[src/rtl/req_latch_8.sv]
// rtl/req_latch_8.sv - sticky, maskable eight-line request capture ahead of an 8-to-3 priority encoder
//
// Purpose:
//   Converts raw request lines into sticky pending bits. Each pending bit is gated by a
//   mask and driven to its own output, one output per encoder input. Software clears a
//   pending bit by acknowledging its index. A sticky overrun flag records any request that
//   arrived while its bit was still pending.
//
// Parameters:
//   EDGE_MODE  1 = a rising edge of req[n] sets pending[n]
//              0 = req[n] high sets pending[n] on every cycle
//
// Ports:
//   Clk      in   1   system clock, rising-edge active
//   Reset    in   1   asynchronous, active-high reset
//   req      in   8   raw request lines, synchronous to Clk
//   mask_wr  in   1   load mask_in into the mask register
//   mask_in  in   8   new mask value, 1 = enabled
//   ack      in   1   acknowledge strobe
//   ack_idx  in   3   index of the pending bit to clear while ack = 1
//   clr_ovr  in   1   clear the overrun flag
//   p7..p0   out  1   masked pending bits; pn drives encoder input n
//   any      out  1   OR of p7..p0; qualifies the encoder code
//   ovr      out  1   sticky overrun flag

module req_latch_8 #(
    parameter int EDGE_MODE = 1
) (
    input  logic       Clk,
    input  logic       Reset,
    input  logic [7:0] req,
    input  logic       mask_wr,
    input  logic [7:0] mask_in,
    input  logic       ack,
    input  logic [2:0] ack_idx,
    input  logic       clr_ovr,
    output logic       p7,
    output logic       p6,
    output logic       p5,
    output logic       p4,
    output logic       p3,
    output logic       p2,
    output logic       p1,
    output logic       p0,
    output logic       any,
    output logic       ovr
);

    logic [7:0] r_prev;
    logic [7:0] r_pending;
    logic [7:0] r_mask;
    logic       r_ovr;

    logic [7:0] w_event;
    logic [7:0] w_ackvec;
    logic [7:0] w_pending_nxt;
    logic       w_ovr_set;
    logic [7:0] w_out;

    // prev resets to 0, so in edge mode a request held high through reset is seen
    // as a rising edge at the first clock after reset is released.
    generate
        if (EDGE_MODE != 0) begin : g_edge
            assign w_event = req & ~r_prev;
        end else begin : g_level
            assign w_event = req;
        end
    endgenerate

    always_comb begin
        w_ackvec = 8'h00;
        if (ack) begin
            w_ackvec[ack_idx] = 1'b1;
        end
    end

    // The event term is OR-ed after the acknowledge clear, so a new event on the bit
    // being acknowledged survives. Acknowledging a clear bit is harmless.
    assign w_pending_nxt = (r_pending & ~w_ackvec) | w_event;

    // An event on a bit that is already pending is only lost if that bit is not being
    // acknowledged in the same cycle; the same-cycle ack case re-pends cleanly.
    assign w_ovr_set = |(w_event & r_pending & ~w_ackvec);

    always_ff @(posedge Clk or posedge Reset) begin
        if (Reset) begin
            r_prev    <= 8'h00;
            r_pending <= 8'h00;
            r_mask    <= 8'hFF;
            r_ovr     <= 1'b0;
        end else begin
            r_prev    <= req;
            r_pending <= w_pending_nxt;
            if (mask_wr) begin
                r_mask <= mask_in;
            end
            // Set takes priority over clear.
            if (w_ovr_set) begin
                r_ovr <= 1'b1;
            end else if (clr_ovr) begin
                r_ovr <= 1'b0;
            end
        end
    end

    // Outputs depend on registers only; masking hides a bit without clearing it.
    assign w_out = r_pending & r_mask;

    assign p7  = w_out[7];
    assign p6  = w_out[6];
    assign p5  = w_out[5];
    assign p4  = w_out[4];
    assign p3  = w_out[3];
    assign p2  = w_out[2];
    assign p1  = w_out[1];
    assign p0  = w_out[0];
    assign any = |w_out;
    assign ovr = r_ovr;

endmodule

[config.mk]
export PLATFORM = sky130hd
export DESIGN_NAME = req_latch_8
export DESIGN_NICKNAME = d
export VERILOG_FILES = /design/src/rtl/req_latch_8.sv
export SDC_FILE = /design/constraint.sdc
export NUM_CORES = 1
export LEC_CHECK = 0
export ABC_AREA = 1
export CAP_MARGIN = 20
export CORE_AREA = 5 5 59 61
export DETAILED_ROUTE_END_ITERATION = 10
export DIE_AREA = 0 0 64 66
export HOLD_SLACK_MARGIN = 0.12
export PLACE_DENSITY = 0.72
export SLEW_MARGIN = 5
export SYNTH_ARGS = -nofsm -noshare
export SYNTH_HDL_FRONTEND = slang
export SYNTH_SLANG_ARGS = --single-unit
[constraint.sdc]
create_clock -name Clk -period 0.9 [get_ports Clk]
set_input_delay 0.18 -clock Clk [delete_from_list [all_inputs] [get_ports Clk]]
set_output_delay 0.18 -clock Clk [all_outputs]
set_load 0.02 [all_outputs]
Yosys cells after proc, flatten, opt, wreduce, memory -nomap -nowiden --
Index checks and enable logic that the tools add are counted. W data, S select, Z words.
Word-level totals: flip-flop bits (word level) 25, output and inout port bits 10, word-level logic and storage cells 23
Cells by class: order comparisons 2, muxes and demuxes 5, bitwise gates (word level) 8, reductions and logical operators 4
Operator list (number):
- $and A8 B8 Y8 | 5
- $not A8 Y8 | 2
- $reduce_or A8 Y1 | 2
- $mux W8 | 1
- $or A8 B8 Y8 | 1
- $lt A3 B4 Y1 const B | 1
- $demux W1 S3 | 1
- $ge A3 B1 Y1 const B | 1
- $mux W1 | 3
- $reduce_bool A2 Y1 | 1
- $logic_and A1 B1 Y1 | 1

Depth between registers and ports, before layout --
Gate-level depths: netlist (run 1).
word-level depth 9, depth in mapped cells 7

Worst setup path before layout (run 1) --
No wires, ideal clock.
kind flip-flop to output port, start point reg r_pending[0], end point out any, arrival 0.861 ns, slack -0.141 ns, stages on the path, launching flop included 4, cell sequence dfrtp_1 > nand2_1 > nand4_1 > or2_2
Between the ends: longest elaborated chain between the ends 2
Ends and longest elaborated chain:
- from (decl) | RTL line 50 | logic [7:0] r_pending;
- from (signal assigned) | RTL line 93 | r_pending <= w_pending_nxt;
- $and A8 B8 Y8 | RTL line 107 | assign w_out = r_pending & r_mask;
- $reduce_or A8 Y1 | RTL line 117 | assign any = |w_out;
- to (decl) | RTL line 45 | output logic any,
No other way between the ends.

Worst setup path in the final report (run 1) --
start point reg r_pending[3], end point out any
The elaborated chain is that of the path after synthesis.

==> run_results.csv, run 1 <==
group,metric,value,unit
outcome,status,"complete, but fails checks",
outcome,violations,"negative setup slack",
sta,timing.final.ws_setup,-0.633,ns
critical_path,path_class,"flop to output pin",
sta,finClkSkew,0.00880,ns
die,ios,34,
critical_path,crit_path_end_kind,"output pin",
sta,min_period,1.53,ns
clock_network,cts_root_buf,"clkbuf_4",
critical_path,critPathLaunchType,"flop",
synthesis,synth_area_leaders,"dfrtp_1 37%, dfstp_2 18%, nand2_1 15%, inv_1 8.9%, mux2_2 7.9%",
place,placed_cell_area,1600,µm²
global_routing,grt_pass1_vias,1130,
critical_path,worstPathCellList,"nand2_2 > nand4_1 > or2_4 > buf_6",
power,worst_ir_drop_vdd,0.887,mV
cells_and_area,nFillCells,263,
clock_network,clk_pin_slew,0.14,ns
synthesis,synth_top_cell_by_area,"dfrtp_1",
global_routing,grt-ovfl-total,0,
sta,worst_slew_pin_slew,0.250,ns
cells_and_area,syn_to_final_growth,48.0,%
synthesis,syn_inst,136,
die,core,2930,µm²
synthesis,avgSynthCellArea,8.37,µm²
synthesis,synth_top_area_frac,0.374,
sta,rsz0062_at_grt,"yes",
routing,ant_nets,0,
die,die_w,64,µm
global_routing,grt_pass1_wl,4790,µm
cells_and_area,mostFrequentLayoutCell,"nand2_1",
place,dp_hpwl,2050,µm
routing,vias_per_cell,4.51,
cells_and_area,layout.nets,212,
clock_network,htreeDepth,1,
routing,wire_per_inst,12.0,µm
power,cellPowerDensity,1470,nW/µm²
critical_path,crit_fanout,3,
routing,vias,993,
power,p_total,2.48,mW
die,rows,20,
clock_network,clock_latency,0.32,ns
routing,drt_iter0_markers,13,
routing,drt_pass1_iterations,4,
critical_path,cp_top_family,"flip-flops",
routing,drc,0,
cells_and_area,diodes,0,
clock_network,cts_sinks,25,
clock_network,cts_inserted_buffers,3,
clock_network,cts-hold-fix-buffers,0,
place,portBuffers,33,
sta,fmax,652,MHz
cells_and_area,finalInstanceArea,1690,µm²
clock_network,cts_tree,"done",
routing,wl,2640,µm
cells_and_area,layout_common_cells,"38 x nand2_1, 19 x clkdlybuf4s50_1, 18 x inv_1",
die,start_util,0.389,
sta,max_slew_margin,0.833,
synthesis,yosysUniqueCellTypes,14,
synthesis,synth_seq_cells,25,
critical_path,crit_slowest_cell,"dfrtp_1",
synthesis,ys.warnings.count,0,
synthesis,synth_fp_nets,160,
synthesis,synth_area,1140,µm²
critical_path,cp_slowest_stage_delay,0.46,ns
die,dieArea,4220,µm²
sta,final-hold-violation-count,0,
global_routing,antenna_found_initial,0,
place,place_congestion,0.827,
cells_and_area,drive_above_1_share,0.342,
sta,setup_viol,11,
clock_network,cts_buffer_depth,2,
job,drv_cap,0,
critical_path,cp.arrival,1.35,ns
sta,slew_viol_final,0,
die,die_h,66,µm
global_routing,grt_max_degree,18,
sta,period_share,1.70,
synthesis,synth_seq_area_share,0.558,
critical_path,crit_buf_inv,1,
power,p_leak,0.880,nW
cells_and_area,fin_util,0.576,
critical_path,cp.required,0.72,ns
global_routing,track_usage,0.145,
worst_hold_path,hold_path.class,"input port to async pin",
[stage by stage]
stage | hold slack, ns | cells | TNS [ns] | setup WS (ns)
floorplan | 0.201 | 136 | -0.0772 | -0.0772
global placement | 0.483 | 213 | -10.78 | -0.656
detailed placement | 0.493 | 213 | -11.05 | -0.680
CTS | 0.199 | 219 | -4.10 | -0.630
global route | 0.226 | 220 | -4.92 | -0.698
finish | 0.188 | 220 | -4.17 | -0.633
[where the power goes]
part	switching [mW]	total, mW	internal, mW	leakage, nW
logic	0.311	0.664	0.353	0.600
registers	0.0708	1.31	1.24	0.265
clock network	0.330	0.503	0.173	0.0150
[worst min-delay path, stage by stage]
cell,delay (ns)
clkdlybuf4s50_1,0.41
inv_1,0.07
buf_4,0.24
[metal layers]
layer  share of wire  vias up  track usage
li1                -      509            -
met5               0        -            0
met4           0.018        0       0.0623
met3           0.067        4       0.0425
met2            0.48       26        0.245
met1            0.43      454        0.170
[synth_stat cells]
master,number
buf_2,1
dfrtp_1,17
nand3_1,4
nor2_1,14
inv_2,1
a21oi_1,1
nand2_1,46
nand4_1,4
inv_1,27
mux2_2,8
dfstp_2,8
nor2_2,1
o21ai_0,3
or2_2,1
[worst paths after layout]
path / end / slack [ns] / startpoint / depth (start not counted)
worst min-delay path: r_prev[6] / 0.19 / Reset / 3
min in group Clk: r_prev[5] / 0.31 / req[5] / 1
worst min register to register: r_pending[2] / 0.50 / r_prev[2] / 3
worst max register to register: ovr / -0.08 / r_pending[0] / 7
worst max-delay path: any / -0.63 / r_pending[3] / 4
max in group asynchronous: r_pending[0] / 0.51 / Reset / 3
[what timing repair did]
item | 4_1_cts | 5_1_grt
setup endpoints to repair | 15 | 12
pin swaps | 5 | 3
setup buffers | 2 | 1
resized for setup | 83 | 2
[logic make-up (layout without fill, tap and decap cells)]
| family | Yosys count | in the layout | share of synthesized area |
|---|---|---|---|
| and+or+nand+nor | 70 | 70 | 0.248 |
| buffers and inverters | 29 | 80 | 0.0967 |
| DFF | 25 | 25 | 0.558 |
| muxes | 8 | 8 | 0.0791 |
| AOI/OAI and AO/OA | 4 | 4 | 0.0176 |
[layout make-up]
cell class | count | area, µm² | share of cell area
multi-input combinational | 82 | 415 | 0.246
tap | 33 | 41.3 | 0.0245
sequential | 25 | 636 | 0.377
inverter | 28 | 105 | 0.0624
clock buffer | 4 | 26.3 | 0.0156
timing repair buffer | 48 | 462 | 0.274
[flip-flops by register name (all words and copies together), names as in the netlist]
signal	flops
r_mask	8
r_pending	8
ovr	1
r_prev	8
(Power assumes the default switching activity.)
==> run 2: changes to the inputs <==
Settings changed: CAP_MARGIN 20 to not set.
==> results of run 2 <==
The final DEF is identical to that of run 1; final timing and power are the same.
==> run 3: changes to the inputs <==
==> constraint.sdc (replaced) <==
create_clock -name Clk -period 0.9 [get_ports Clk]
set_input_delay 0.18 -clock Clk [delete_from_list [all_inputs] [get_ports Clk]]
set_output_delay 0.18 -clock Clk [all_outputs]
set_load 0.05 [all_outputs]
==> run 3 against run 2 <==
Against the previous run: the flow still finishes with violations (negative setup slack); core utilization up 8.7 points; wire length down 4.1%; global-route usage down 1.1 points; sequential power about the same; setup slack better by 0.046 ns.
==> run_results.csv, run 3 (same netlist as run 1, synthesis figures left out) <==
group,metric,value,unit
global_routing,met2_usage,0.246,
cells_and_area,finalInstanceArea,1940,µm²
die,core,2930,µm²
cells_and_area,drive_above_1_share,0.393,
critical_path,path_class,"flop to output pin",
sta,slew_viol_final,0,
power,p_leak,0.976,nW
critical_path,worstReg2RegEnd,"ovr",
critical_path,cp.arrival,1.31,ns
sta,rsz0062_at_grt,"yes",
outcome,violations,"negative setup slack",
global_routing,grt_pass1_wl,4510,µm
routing,vias_per_cell,4.40,
sta,worst_slew_pin_slew,0.244,ns
place,portBuffers,33,
global_routing,track_usage,0.134,
global_routing,grt-ovfl-total,0,
routing,drt_iter0_markers,14,
sta,final-hold-violation-count,0,
cells_and_area,syn_to_final_growth,70.3,%
die,ios,34,
clock_network,cts_sinks,25,
critical_path,rr_worst_depth,8,
critical_path,crit_path_end_kind,"output pin",
place,place_congestion,0.880,
place,dp_hpwl,2060,µm
critical_path,reg2reg_setup_slack,-0.24,ns
routing,ant_nets,0,
die,die_h,66,µm
critical_path,cp.required,0.72,ns
power,worst_ir_drop_vdd,0.942,mV
sta,finClkSkew,0.00362,ns
routing,drt_pass1_iterations,4,
cells_and_area,mostFrequentLayoutCell,"nand2_1",
worst_hold_path,hold_path.class,"input port to async pin",
routing,wire_per_inst,10.8,µm
power,cellPowerDensity,1460,nW/µm²
sta,period_share,1.65,
cells_and_area,largestRegisters,"r_mask x8, r_pending x8, r_prev x8",
cells_and_area,diodes,0,
clock_network,cts_tree,"done",
place,dp_cells,227,
clock_network,cts_buffer_depth,2,
cells_and_area,layout.nets,226,
job,drv_cap,0,
clock_network,clock_latency,0.31,ns
die,dieArea,4220,µm²
sta,setup_viol,11,
clock_network,cts-hold-fix-buffers,0,
sta,max_slew_margin,0.838,
routing,vias,1030,
global_routing,grt_max_degree,26,
place,placed_cell_area,1860,µm²
global_routing,grt-busiest-layer,"met2",
outcome,status,"complete, but fails checks",
cells_and_area,fin_util,0.662,
sta,min_period,1.49,ns
clock_network,cts_inserted_buffers,3,
cells_and_area,nFillCells,244,
sta,whs,0.179,ns
sta,fmax,672,MHz
clock_network,clk_pin_slew,0.12,ns
routing,wl,2530,µm
clock_network,htreeDepth,1,
global_routing,antenna_found_initial,0,
critical_path,crit_fanout,2,
global_routing,grt.met1_usage,0.152,
routing,drc,0,
global_routing,grt_pass1_vias,1085,
critical_path,rr_startpoint,"r_pending[3]",
die,start_util,0.389,
die,die_w,64,µm
critical_path,critPathLaunchType,"flop",
die,rows,20,
cells_and_area,layout_common_cells,"38 x nand2_1, 23 x buf_4, 19 x inv_1",
cells_and_area,layoutNonFillerInstCount,234,
sta,timing.final.ws_setup,-0.587,ns
clock_network,cts_root_buf,"clkbuf_4",
global_routing,grt_use_met3,0.0221,
-- run 3: worst max-delay path by stage --
stage / slack (ns) / end / depth (start not counted) / startpoint
final: -0.59 / any / 4 / r_pending[2]
after global routing: -0.66 / any / 4 / r_pending[4]
after CTS: -0.62 / any / 4 / r_pending[4]
after detailed placement: -0.53 / ovr / 8 / ack_idx[1]
after global placement: -0.46 / ovr / 8 / ack_idx[1]
after floorplan: -0.15 / p4 / 2 / r_mask[4]
-- run 3: timing repair --
action	CTS	global route
pin swaps	8	2
setup buffers	1	3
gates resized for setup	17	1
endpoints found under the setup margin	17	16
-- run 3: where the power goes --
| part | internal, mW | switching, mW |
|---|---|---|
| Sequential | 1.24 | 0.0606 |
| Combinational | 0.561 | 0.492 |
| Clock | 0.173 | 0.306 |
| Total | 1.98 | 0.858 |
-- run 3: routing by layer --
layer	vias to the layer above	wire (µm)
met3	4	125
met4	0	31
li1	540	-
met5	-	0
met1	461	1060
met2	25	1320
-- run 3: critical path: stages, from the launching register on --
cell     delay [ns]
dfrtp_1        0.42
nand2_2        0.08
nand4_1        0.09
or2_4          0.26
buf_12         0.15
-- run 3: cell type report --
type	instances	area [µm²]	share of cell area
Timing Repair Buffer	62	686	0.354
Sequential cell	25	637	0.328
Multi-Input combinational cell	82	420	0.217
Inverter	28	129	0.0665
Tap cell	33	41.3	0.0213
Clock buffer	4	26.3	0.0135
-- run 3: through the flow --
step | setup TNS (ns) | power, mW | setup WS, ns
floorplan | -0.800 | 1.75 | -0.151
global placement | -7.61 | 2.31 | -0.464
detailed placement | -8.18 | 2.33 | -0.529
CTS | -5.23 | 2.87 | -0.616
global route | -5.93 | 3.02 | -0.662
finish | -5.13 | 2.84 | -0.587
